### src/rtl/req_arbiter_4ch_hold.sv
// Four-requester arbiter with grant hold and MAX_HOLD timeout revocation.
// Optional macro ARB_ROUND_ROBIN_EN swaps fixed highest-index priority for round-robin.
module req_arbiter_4ch_hold #(
  parameter int unsigned MAX_HOLD = 8,
  parameter int unsigned CNT_W    = 8
) (
  input  logic       clk,
  input  logic       rst,
  input  logic [3:0] req,
  output logic [3:0] gnt,
  output logic [1:0] gnt_id,
  output logic       gnt_valid,
  output logic       timeout
);

  localparam int unsigned N_REQ = 4;
  localparam int unsigned ID_W  = 2;
  localparam bit          TIMEOUT_EN = (MAX_HOLD != 0);
  localparam logic [CNT_W-1:0] HOLD_LAST = CNT_W'((MAX_HOLD == 0) ? 0 : MAX_HOLD - 1);

  typedef enum logic {IDLE, BUSY} state_t;

  state_t            state, state_nxt;
  logic [CNT_W-1:0]  hold_cnt, hold_cnt_nxt;
  logic [N_REQ-1:0]  gnt_nxt;
  logic [ID_W-1:0]   gnt_id_nxt;
  logic              timeout_nxt;
  logic              grant_evt;
  logic [N_REQ-1:0]  cand;
  logic              win_found;
  logic [ID_W-1:0]   win_id;
  logic              expire;

  // Current owner is never a candidate; gnt is zero in IDLE so this also covers first arbitration.
  assign cand   = req & ~gnt;
  assign expire = TIMEOUT_EN && req[gnt_id] && (hold_cnt == HOLD_LAST);

`ifdef ARB_ROUND_ROBIN_EN
  logic [ID_W-1:0] last_id;

  // Round-robin search starting just after the previous winner.
  always_comb begin
    logic [ID_W-1:0] idx;
    win_found = |cand;
    win_id    = '0;
    idx       = '0;
    for (int k = N_REQ; k >= 1; k--) begin
      idx = last_id + ID_W'(k);
      if (cand[idx]) win_id = idx;
    end
  end

  always_ff @(posedge clk) begin
    if (rst) begin
      last_id <= ID_W'(N_REQ - 1);
    end else if (grant_evt) begin
      last_id <= gnt_id_nxt;
    end
  end
`else
  // Fixed priority: highest set index wins.
  always_comb begin
    win_found = |cand;
    win_id    = '0;
    for (int i = 0; i < N_REQ; i++) begin
      if (cand[i]) win_id = ID_W'(i);
    end
  end
`endif

  // Next-state and registered-output values.
  always_comb begin
    state_nxt    = state;
    gnt_nxt      = gnt;
    gnt_id_nxt   = gnt_id;
    timeout_nxt  = 1'b0;
    grant_evt    = 1'b0;
    hold_cnt_nxt = hold_cnt + CNT_W'(1);
    case (state)
      IDLE: begin
        hold_cnt_nxt = '0;
        gnt_nxt      = '0;
        gnt_id_nxt   = '0;
        if (win_found) begin
          state_nxt  = BUSY;
          gnt_nxt    = N_REQ'(1) << win_id;
          gnt_id_nxt = win_id;
          grant_evt  = 1'b1;
        end
      end
      BUSY: begin
        if (!req[gnt_id] || expire) begin
          hold_cnt_nxt = '0;
          timeout_nxt  = expire;
          if (win_found) begin
            gnt_nxt    = N_REQ'(1) << win_id;
            gnt_id_nxt = win_id;
            grant_evt  = 1'b1;
          end else if (expire) begin
            // Sole requester re-granted after timeout; grant stays continuous.
            grant_evt  = 1'b1;
          end else begin
            state_nxt  = IDLE;
            gnt_nxt    = '0;
            gnt_id_nxt = '0;
          end
        end
      end
      default: begin
        state_nxt    = IDLE;
        gnt_nxt      = '0;
        gnt_id_nxt   = '0;
        hold_cnt_nxt = '0;
      end
    endcase
  end

  always_ff @(posedge clk) begin
    if (rst) begin
      state     <= IDLE;
      gnt       <= '0;
      gnt_id    <= '0;
      gnt_valid <= 1'b0;
      timeout   <= 1'b0;
      hold_cnt  <= '0;
    end else begin
      state     <= state_nxt;
      gnt       <= gnt_nxt;
      gnt_id    <= gnt_id_nxt;
      gnt_valid <= |gnt_nxt;
      timeout   <= timeout_nxt;
      hold_cnt  <= hold_cnt_nxt;
    end
  end

endmodule

### config.mk
export PLATFORM = sky130hd
export DESIGN_NAME = req_arbiter_4ch_hold
export DESIGN_NICKNAME = d
export VERILOG_FILES = /design/src/rtl/req_arbiter_4ch_hold.sv
export SDC_FILE = /design/constraint.sdc
export NUM_CORES = 1
export LEC_CHECK = 0
export CAP_MARGIN = 10
export CORE_ASPECT_RATIO = 1.1
export CORE_UTILIZATION = 49
export DETAILED_ROUTE_END_ITERATION = 6
export GPL_TIMING_DRIVEN = 0
export PLACE_DENSITY = 0.84
export REMOVE_ABC_BUFFERS = 1
export SLEW_MARGIN = 10
export SYNTH_ARGS = -nofsm -noshare
export SYNTH_HDL_FRONTEND = slang
export SYNTH_SLANG_ARGS = --single-unit
### constraint.sdc
create_clock -name clk -period 2.6 [get_ports clk]
set_input_delay 0.39 -clock clk [delete_from_list [all_inputs] [get_ports clk]]
set_output_delay 0.39 -clock clk [all_outputs]
set_load 0.1 [all_outputs]
# ---- Word level (Yosys, flattened, before mapping)
# Cells that the tools add are included.
dict set report word_totals {
  register_bits 17
  latchBits 0
  rom_bits 0
  wordCells 45
  out_inout_bits 8
  ram_bits 0
  inputBits 6
  memories 0
}
dict set report classes {
  n_bitwise 4
  magnitude_cmp 1
  muxes 22
  add_sub_neg 1
  eq_ne 3
  multipliers 0
  div_mod_pow 0
  n_reduce_logical 7
  shifts 1
}
# operator n
set ops {}
lappend ops {{$mux 4} 4}
lappend ops {{$pmux 8 s2} 1}
lappend ops {{$mux 2} 6}
lappend ops {{$add 8x1->8 const B} 1}
lappend ops {{$eq 8x3->1 const B} 1}
lappend ops {{$mux 8} 1}
lappend ops {{$pmux 4 s2} 1}
lappend ops {{$reduce_or 4->1} 2}
lappend ops {{$mux 1} 6}
lappend ops {{$and 4x4->4} 1}
lappend ops {{$not 4->4} 1}
lappend ops {{$pmux 2 s2} 1}
lappend ops {{$shl 1x2->4 const A} 1}
lappend ops {{$lt 2x3->1 const B} 1}
lappend ops {{$ne 3x3->1 const B} 1}
lappend ops {{$reduce_or 3->1} 1}
lappend ops {{$bmux 1 s2} 1}
lappend ops {{$ne 2x1->1 const B} 1}
lappend ops {{$not 1->1} 2}
lappend ops {{$pmux 1 s2} 1}
lappend ops {{$reduce_and 2->1} 1}
lappend ops {{$logic_and 1x1->1} 1}
lappend ops {{$logic_not 1->1} 1}
lappend ops {{$logic_or 1x1->1} 1}

# ---- Logic depth before layout (Yosys ltp)
# Gate-level depths: netlist (run 1).
dict set report depth {
  depth_word 10
  mapped_depth 6
  ltp_nobuf 6
}

# ---- Least setup slack after synthesis (run 1)
# No wires, ideal clock.
dict set report synth_path {
  kind {register to register}
  start {register gnt_id[1]}
  end {register gnt_valid}
  arrival_time_ns 2.467
  period_less_slack_ns 2.601
  setup_time_ns 0.134
  setup_slack_ns -0.001
  path_buffers 0
  path_stages_with_launch 6
  required_ns 2.466
  path_cell_list {dfxtp_1 mux4_2 and2_1 o21ai_4 o32ai_1 or4_1}
}
dict set report synth_between {
  elab_chain_cells 8
  word_cells_on_any_way 10
  classes_between {6 x mux; 4 x reduce/logical}
}
# element line_no
set synth_rtl {}
lappend synth_rtl {{start: declaration} 11} ;# output logic [1:0] gnt_id,
lappend synth_rtl {{start signal: assignment} 129} ;# gnt_id <= gnt_id_nxt;
lappend synth_rtl {{$bmux 1 s2 *} {36, 92}}
lappend synth_rtl {{$mux 1 (implied by the code) *} {36, 92}}
lappend synth_rtl {{$logic_and 1x1->1} 36} ;# assign expire = TIMEOUT_EN && req[gnt_id] && (hold_cnt == HOLD_LAST);
lappend synth_rtl {{$mux 4} 99} ;# end else if (expire) begin
lappend synth_rtl {{$mux 4} 95} ;# if (win_found) begin
lappend synth_rtl {{$mux 4 *} 92} ;# if (!req[gnt_id] || expire) begin
lappend synth_rtl {{$pmux 4 s2 *} 79} ;# case (state)
lappend synth_rtl {{$reduce_or 4->1 *} 130} ;# gnt_valid <= |gnt_nxt;
lappend synth_rtl {{end signal: assignment} 130}
lappend synth_rtl {{end: declaration} 12} ;# output logic gnt_valid,
# Mark *: on every way between the ends. The rest lies on a longest branch, timed or not. The select of a mux whose other input is x is not followed.
# A chain may end at the register's enable or synchronous reset.

# ---- Final worst setup path (run 1)
dict set report layout_path {
  start {register hold_cnt[3]}
  end {register gnt_valid}
}
dict set report layout_between {
  elab_chain_cells 7
  word_cells_on_any_way 8
  classes_between {1 x eq/ne; 4 x mux; 3 x reduce/logical}
}
# element line_no
set layout_rtl {}
lappend layout_rtl {{start: declaration} 24} ;# logic [CNT_W-1:0] hold_cnt, hold_cnt_nxt;
lappend layout_rtl {{start signal: assignment} 132} ;# hold_cnt <= hold_cnt_nxt;
lappend layout_rtl {{$eq 8x3->1 *} 36}
lappend layout_rtl {{$logic_and 1x1->1 *} 36}
lappend layout_rtl {{$mux 4} 99}
lappend layout_rtl {{$mux 4} 95}
lappend layout_rtl {{$mux 4 *} 92}
lappend layout_rtl {{$pmux 4 s2 *} 79}
lappend layout_rtl {{$reduce_or 4->1 *} 130}
# Mark *: on every way between the ends. The rest lies on a longest branch, timed or not.

==> impl_metrics.sql, run 1 <==
INSERT INTO impl_metrics (metric_group, metric, value, unit) VALUES
('outcome', 'outcome', 'completed', ''),
('logic_synthesis', 'post_synth_mux_area_share', '0.03020', ''),
('logic_synthesis', 'synth_simple_gate_area_frac', '0.2886', ''),
('final_layout', 'antenna_diodes', '0', ''),
('sta', 'setup_repair_after_global_routing_missed_its_margin', 'no', ''),
('final_layout', 'drive_above_1_share', '0.1064', ''),
('logic_synthesis', 'post_synth_num_cell_types', '29', ''),
('final_layout', 'final_cell_count_no_fill', '110', ''),
('floorplanning', 'die_x', '39.20', 'µm'),
('final_layout', 'fin_area', '918.4', 'µm²'),
('critical_path', 'type_of_element_launching_the_critical_path', 'flop', ''),
('global_route', 'first_global_vias', '567', ''),
('clock_network', 'cts_buf_count', '3', ''),
('logic_synthesis', 'post_synth_main_area_contributors', 'dfxtp_1 (46%), nor2_1 (5.5%), xor2_1 (4.7%)', ''),
('logic_synthesis', 'synth_top_cell_by_area', 'dfxtp_1', ''),
('routing', 'final_routed_wirelength', '1375', 'µm'),
('logic_synthesis', 'synth-seq-area-share', '0.4564', ''),
('worst_hold_path', 'min-delay-start', 'hold_cnt[0]$_SDFF_PP0_', ''),
('logic_synthesis', 'syn-instance-count', '78', ''),
('sta', 'worst_slew_pin_slew', '0.9727', 'ns'),
('critical_path', 'endpoint_kind', 'flop', ''),
('place', 'placed_inst_area', '890.9', 'µm²'),
('sta', 'setup_viol', '0', ''),
('routing', 'detail_route.wl_per_cell', '12.50', 'µm'),
('routing', 'initialDrtViolationCount', '12', ''),
('critical_path', 'critPathMaxStageDelay', '0.52', 'ns'),
('clock_network', 'cts.htree.levels', '1', ''),
('logic_synthesis', 'synth_compound_area_frac', '0.1158', ''),
('routing', 'num_vias', '598', ''),
('logic_synthesis', 'synth.ff_latch_count', '17', ''),
('critical_path', 'slowest_stage', 'or4_1', ''),
('sta', 'clock.fmax', '442.1', 'MHz'),
('clock_network', 'cts.hold.buffers_added', '0', ''),
('logic_synthesis', 'syn-mean-instance-area', '9.560', 'µm²'),
('place', 'numPortBuffers', '13', ''),
('critical_path', 'cp_data_required_time', '2.78', 'ns'),
('routing', 'drt_first_pass_iters', '4', ''),
('critical_path', 'cp.buffers_inverters', '0', ''),
('logic_synthesis', 'synth_warnings', '0', ''),
('floorplanning', 'initial_core_util', '0.5321', ''),
('sta', 'worst_slew_margin_rel', '0.3495', ''),
('place', 'placement.setup.worst_slack', '0.1869', 'ns'),
('critical_path', 'worstPathArrival', '2.44', 'ns'),
('critical_path', 'cp_max_fo', '7', ''),
('power_and_ir_drop', 'peakVddDrop', '0.5087', 'mV'),
('critical_path', 'cp_cell_sequence', 'or4_1 -> or3_4 -> o21ai_4 -> o32ai_1 -> or4_1', ''),
('place', 'placedCellCount', '106', ''),
('floorplanning', 'dieHeight', '42.92', 'µm'),
('floorplanning', 'placement_rows', '14', ''),
('logic_synthesis', 'syn_area', '745.7', 'µm²'),
('floorplanning', 'io_pins', '14', ''),
('worst_hold_path', 'min_path_type', 'flop to flop', ''),
('floorplanning', 'coreArea', '1401', 'µm²'),
('clock_network', 'clock_sink_count', '17', ''),
('sta', 'worst_slack', '0.3382', 'ns'),
('place', 'gpl.final_weighted_congestion', '0.7524', ''),
('logic_synthesis', 'yosys.area.top_type_share', '0.4564', ''),
('final_layout', 'layout.nets', '102', ''),
('power_and_ir_drop', 'p_leak', '0.3573', 'nW'),
('routing', 'drt-vias-per-instance', '5.436', ''),
('sta', 'holdWs', '0.4480', 'ns'),
('logic_synthesis', 'post_synth_xor_area_fraction', '0.07047', ''),
('sta', 'min_period_over_period', '0.8699', ''),
('clock_network', 'cts.clk_slew.worst_paths', '0.09', 'ns'),
('clock_network', 'cts-root-to-sink-buffers', '2', ''),
('clock_network', 'post_cts_buffers', '0', ''),
('clock_network', 'postCtsResizedCells', '0', ''),
('clock_network', 'cts_tree', 'built', ''),
('power_and_ir_drop', 'powerDensity', '633.9', 'nW/µm²'),
('run', 'cap_violations', '0', ''),
('logic_synthesis', 'dominant_combinational_cell_family_by_area_after_synthesis', 'simple AND/OR/NAND/NOR gates', '');
[placed cells by master (no fill, tap or decap), types with 2 or more instances in the layout]
master | Yosys | routed
clkdlybuf4s50_1 | 0 | 13
o32ai_1 | 3 | 3
nor2_1 | 11 | 11
xor2_1 | 4 | 4
nor3_1 | 2 | 2
nand3_1 | 6 | 6
or2b_1 | 3 | 3
nand2_1 | 5 | 5
or4_1 | 2 | 2
dfxtp_1 | 17 | 17
xnor2_1 | 2 | 2
and3_2 | 2 | 2
inv_1 | 3 | 3
and2b_1 | 2 | 2
clkbuf_4 | 0 | 3
[logic make-up (layout without fill, tap and decap cells)]
family / count (synthesis) / in the layout
simple gates: 39 / 39
flops: 17 / 17
fa+ha+maj: 1 / 1
mux: 1 / 1
compound gates: 10 / 10
xor+xnor: 6 / 6
buf+inv: 4 / 20
[power breakdown]
part | switching, mW | total (mW) | internal, mW
combinational | 0.113 | 0.160 | 0.0469
clock | 0.0826 | 0.140 | 0.0574
sequential | 0.00866 | 0.282 | 0.274
total | 0.204 | 0.582 | 0.378
[worst register-to-register path: stages (launching register included)]
cell and delay (ns):
dfxtp_1 0.36, or4_1 0.52, or3_4 0.39, o21ai_4 0.25
o32ai_1 0.12, or4_1 0.52
[synth_stat cells]
cell	n
dfxtp_1	17
nor2_1	11
nand3_1	6
nand2_1	5
xor2_1	4
inv_1	3
o32ai_1	3
or2b_1	3
and2b_1	2
and3_2	2
nor3_1	2
or4_1	2
xnor2_1	2
a211oi_1	1
a21oi_1	1
and2_1	1
and2_2	1
and3_1	1
buf_2	1
ha_1	1
mux4_2	1
nor2b_1	1
nor4bb_1	1
o2111ai_1	1
o211a_1	1
o211ai_1	1
o21ai_0	1
o21ai_4	1
or3_4	1
[sequential cells by signal, indices dropped and copies added, names as in the netlist]
register and cells:
gnt_id 2, gnt_valid 1, gnt 4, timeout 1, state 1, hold_cnt 8
[layer usage]
metal / track usage / share of wire / vias to the layer above
met3: 0.04712 / 0.044 / 5
li1: - / - / 307
met4: 0.1448 / 0.032 / 0
met1: 0.2233 / 0.43 / 271
met2: 0.3267 / 0.49 / 15
met5: 0 / 0 / -
[cell type report]
| type | count | area (µm²) | share of cell area |
|---|---|---|---|
| flip-flops and latches | 17 | 340.3 | 0.3706 |
| inverters | 3 | 11.26 | 0.01226 |
| multi-input cells | 57 | 389.1 | 0.4237 |
| well taps | 16 | 20.02 | 0.02180 |
| clock buffers | 3 | 22.52 | 0.02452 |
| clock inverters | 1 | 5.005 | 0.005450 |
| repair buffers | 13 | 130.1 | 0.1417 |
[final timing paths]
check	endpoint	slack, ns	cells past startpoint
worst min-delay path	hold_cnt[0]$_SDFF_PP0_	0.45	1
worst max-delay path	gnt_valid$_SDFF_PP0_	0.34	5
worst min register to register	hold_cnt[0]$_SDFF_PP0_	0.45	1
worst max register to register	gnt_valid$_SDFF_PP0_	0.34	5
[stage by stage]
| stage | utilization | setup TNS [ns] |
|---|---|---|
| detailed placement | 0.6357 | 0 |
| global route | 0.6554 | 0 |
| floorplan | - | -0.001249 |
| global placement | 0.6357 | 0 |
| CTS | 0.6554 | 0 |
| finish | 0.6554 | 0 |
Power figures use the tool's default switching activity.
==> inputs of run 2 (changes only) <==
--- a/config.mk
+++ b/config.mk
@@ -7,7 +7,9 @@
 export LEC_CHECK = 0
 export CAP_MARGIN = 10
 export CORE_ASPECT_RATIO = 1.1
+export CORE_MARGIN = 1.5
 export CORE_UTILIZATION = 49
+export CTS_CLUSTER_DIAMETER = 80
 export DETAILED_ROUTE_END_ITERATION = 6
 export GPL_TIMING_DRIVEN = 0
 export PLACE_DENSITY = 0.84
==> run 2 against run 1 <==
Compared with the run above:
- sequential cell count is the same
- critical path type unchanged
- sequential share of layout area stayed put
- design area unchanged
- via count grew 6.4%
- wire length grew 16%
- global-route usage up 2.4 points
==> impl_metrics.sql, run 2 (synthesized netlist as in run 1, its figures left out) <==
INSERT INTO impl_metrics (metric_group, metric, value, unit) VALUES
('global_route', 'grt_antenna_before_repair', '0', ''),
('floorplanning', 'placement_rows', '14', ''),
('floorplanning', 'dieHeight', '43.92', 'µm'),
('sta', 'finalClockSkew', '0.001255', 'ns'),
('place', 'dp.final_hpwl', '1151', 'µm'),
('place', 'gpl.final_weighted_congestion', '0.7991', ''),
('sta', 'worst_slew_margin_rel', '0.3538', ''),
('floorplanning', 'die_x', '40.20', 'µm'),
('power_and_ir_drop', 'p_leak', '0.3573', 'nW'),
('clock_network', 'cts.hold.buffers_added', '0', ''),
('critical_path', 'path_common_cell', 'or4_1', ''),
('routing', 'initialDrtViolationCount', '20', ''),
('critical_path', 'slowest_stage', 'or4_1', ''),
('place', 'numPortBuffers', '13', ''),
('critical_path', 'endpoint_kind', 'flop', ''),
('global_route', 'grt_pass1_wl', '2553', 'µm'),
('clock_network', 'clock_sink_count', '17', ''),
('clock_network', 'post_cts_buffers', '0', ''),
('routing', 'final_routed_wirelength', '1590', 'µm'),
('sta', 'setup_viol', '0', ''),
('critical_path', 'critPathMaxStageDelay', '0.54', 'ns'),
('sta', 'clock.fmax', '431.3', 'MHz'),
('outcome', 'outcome', 'completed', ''),
('floorplanning', 'io_pins', '14', ''),
('critical_path', 'setup.worst_path.class', 'flop to flop', ''),
('final_layout', 'reg_top3', 'hold_cnt (8), gnt (4), gnt_id (2)', ''),
('place', 'placedCellCount', '106', ''),
('sta', 'worst_slew_pin_slew', '0.9663', 'ns'),
('worst_hold_path', 'min_path_type', 'flop to flop', ''),
('final_layout', 'layout_commonest_cell', 'dfxtp_1', ''),
('sta', 'report.final.hold_viol_count', '0', ''),
('routing', 'drt-vias-per-instance', '5.782', ''),
('clock_network', 'cts.htree.levels', '1', ''),
('critical_path', 'cp_cell_sequence', 'or4_1 -> or3_4 -> o21ai_4 -> o32ai_1 -> or4_1', ''),
('critical_path', 'cp_data_required_time', '2.79', 'ns'),
('floorplanning', 'initial_core_util', '0.5321', ''),
('power_and_ir_drop', 'powerDensity', '648.5', 'nW/µm²'),
('global_route', 'grt_use_total', '0.2275', ''),
('routing', 'drt_first_pass_iters', '4', ''),
('clock_network', 'cts-root-to-sink-buffers', '2', ''),
('sta', 'setup_repair_after_global_routing_missed_its_margin', 'no', ''),
('clock_network', 'cts_tree', 'built', ''),
('run', 'cap_violations', '0', ''),
('final_layout', 'layout.cells.most_common_list', 'dfxtp_1 (17), clkdlybuf4s50_1 (13), nor2_1 (11)', ''),
('routing', 'drc', '0', ''),
('place', 'placement.setup.worst_slack', '0.1241', 'ns'),
('routing', 'drt.antenna.violating_nets', '0', ''),
('routing', 'num_vias', '636', ''),
('final_layout', 'antenna_diodes', '0', ''),
('final_layout', 'layout.nets', '102', ''),
('critical_path', 'cp_max_fo', '7', ''),
('power_and_ir_drop', 'peakVddDrop', '0.5289', 'mV'),
('global_route', 'first_global_vias', '595', ''),
('final_layout', 'max_ffs_per_register', '8', ''),
('final_layout', 'finalCoreUtilization', '0.6554', ''),
('global_route', 'maximum_number_of_pins_on_one_net_before_global_route_repair', '11', ''),
('sta', 'drv_slew', '0', ''),
('clock_network', 'clock_insertion_delay_worst_skew', '0.31', 'ns'),
('final_layout', 'drive_above_1_share', '0.1064', ''),
('final_layout', 'flow.area_growth_from_synthesis', '23.15', '%'),
('routing', 'detail_route.wl_per_cell', '14.45', 'µm'),
('critical_path', 'type_of_element_launching_the_critical_path', 'flop', ''),
('clock_network', 'cts.clk_slew.worst_paths', '0.10', 'ns'),
('floorplanning', 'coreArea', '1401', 'µm²'),
('clock_network', 'postCtsResizedCells', '0', ''),
('critical_path', 'worstPathArrival', '2.51', 'ns'),
('final_layout', 'largest_register', 'hold_cnt', ''),
('clock_network', 'cts-root-buf', 'clkbuf_4', ''),
('sta', 'min_period_over_period', '0.8917', ''),
('sta', 'worst_slack', '0.2815', 'ns'),
('floorplanning', 'die_area', '1765', 'µm²'),
('sta', 'post-route-min-period', '2.318', 'ns'),
('clock_network', 'cts_buf_count', '3', ''),
('global_route', 'grt.overflow.total', '0', ''),
('final_layout', 'final_cell_count_no_fill', '110', '');
==> run 2: cell counts in the layout (fill, tap and decap cells not counted) <==
Identical to the previous run, type by type.
==> run 2: metrics by stage <==
| stage | total power, mW | area (µm²) | hold slack (ns) | TNS [ns] |
|---|---|---|---|---|
| floorplan | 0.4086 | 740.7 | 0.4132 | -0.001249 |
| global placement | 0.4475 | 890.9 | 0.4217 | 0 |
| detailed placement | 0.4510 | 890.9 | 0.4407 | 0 |
| CTS | 0.5992 | 918.4 | 0.4603 | 0 |
| global route | 0.6159 | 918.4 | 0.4912 | 0 |
| finish | 0.5956 | 918.4 | 0.4478 | 0 |
==> run 2: worst paths after layout <==
kind	start	slack (ns)	cells past startpoint	endpoint
worst max-delay path	hold_cnt[3]$_SDFF_PP0_	0.28	5	gnt_valid$_SDFF_PP0_
worst min-delay path	hold_cnt[0]$_SDFF_PP0_	0.45	1	hold_cnt[0]$_SDFF_PP0_
worst max register to register	hold_cnt[3]$_SDFF_PP0_	0.28	5	gnt_valid$_SDFF_PP0_
worst min register to register	hold_cnt[0]$_SDFF_PP0_	0.45	1	hold_cnt[0]$_SDFF_PP0_
==> run 2: area by class of cell <==
cell class                      count  area [µm²]
Sequential cell                    17       340.3
Timing Repair Buffer               13       130.1
Fill cell                         118       483.0
Clock inverter                      1       5.005
Multi-Input combinational cell     57       389.1
Clock buffer                        3       22.52
Tap cell                           16       20.02
Inverter                            3       11.26
==> run 2: worst max-delay path, delay by kind of cell (launching register included) <==
kind	cells	cell delay (ns)
flops	1	0.35
compound gates	2	0.39
simple gates	3	1.46
==> run 2: routing by layer <==
| layer | track usage | vias to the layer above | routed length [µm] |
|---|---|---|---|
| met5 | 0 | - | 0 |
| met4 | 0.1733 | 0 | 74 |
| met3 | 0.08205 | 9 | 90 |
| met2 | 0.3258 | 23 | 723 |
| met1 | 0.2680 | 293 | 700 |
| li1 | - | 311 | - |
==> run 2: power breakdown <==
group / total [mW] / switching (mW) / internal [mW]
combinational: 0.163 / 0.116 / 0.0471
clock: 0.149 / 0.0915 / 0.0576
sequential: 0.284 / 0.00999 / 0.274
total: 0.596 / 0.217 / 0.378
==> inputs of run 3 (changes only) <==
--- a/config.mk
+++ b/config.mk
@@ -5,7 +5,7 @@
 export SDC_FILE = /design/constraint.sdc
 export NUM_CORES = 1
 export LEC_CHECK = 0
-export CAP_MARGIN = 10
+export CAP_MARGIN = 0
 export CORE_ASPECT_RATIO = 1.1
 export CORE_MARGIN = 1.5
 export CORE_UTILIZATION = 49
==> results of run 3 <==
Final layout, timing and power as in run 2 (identical DEF).
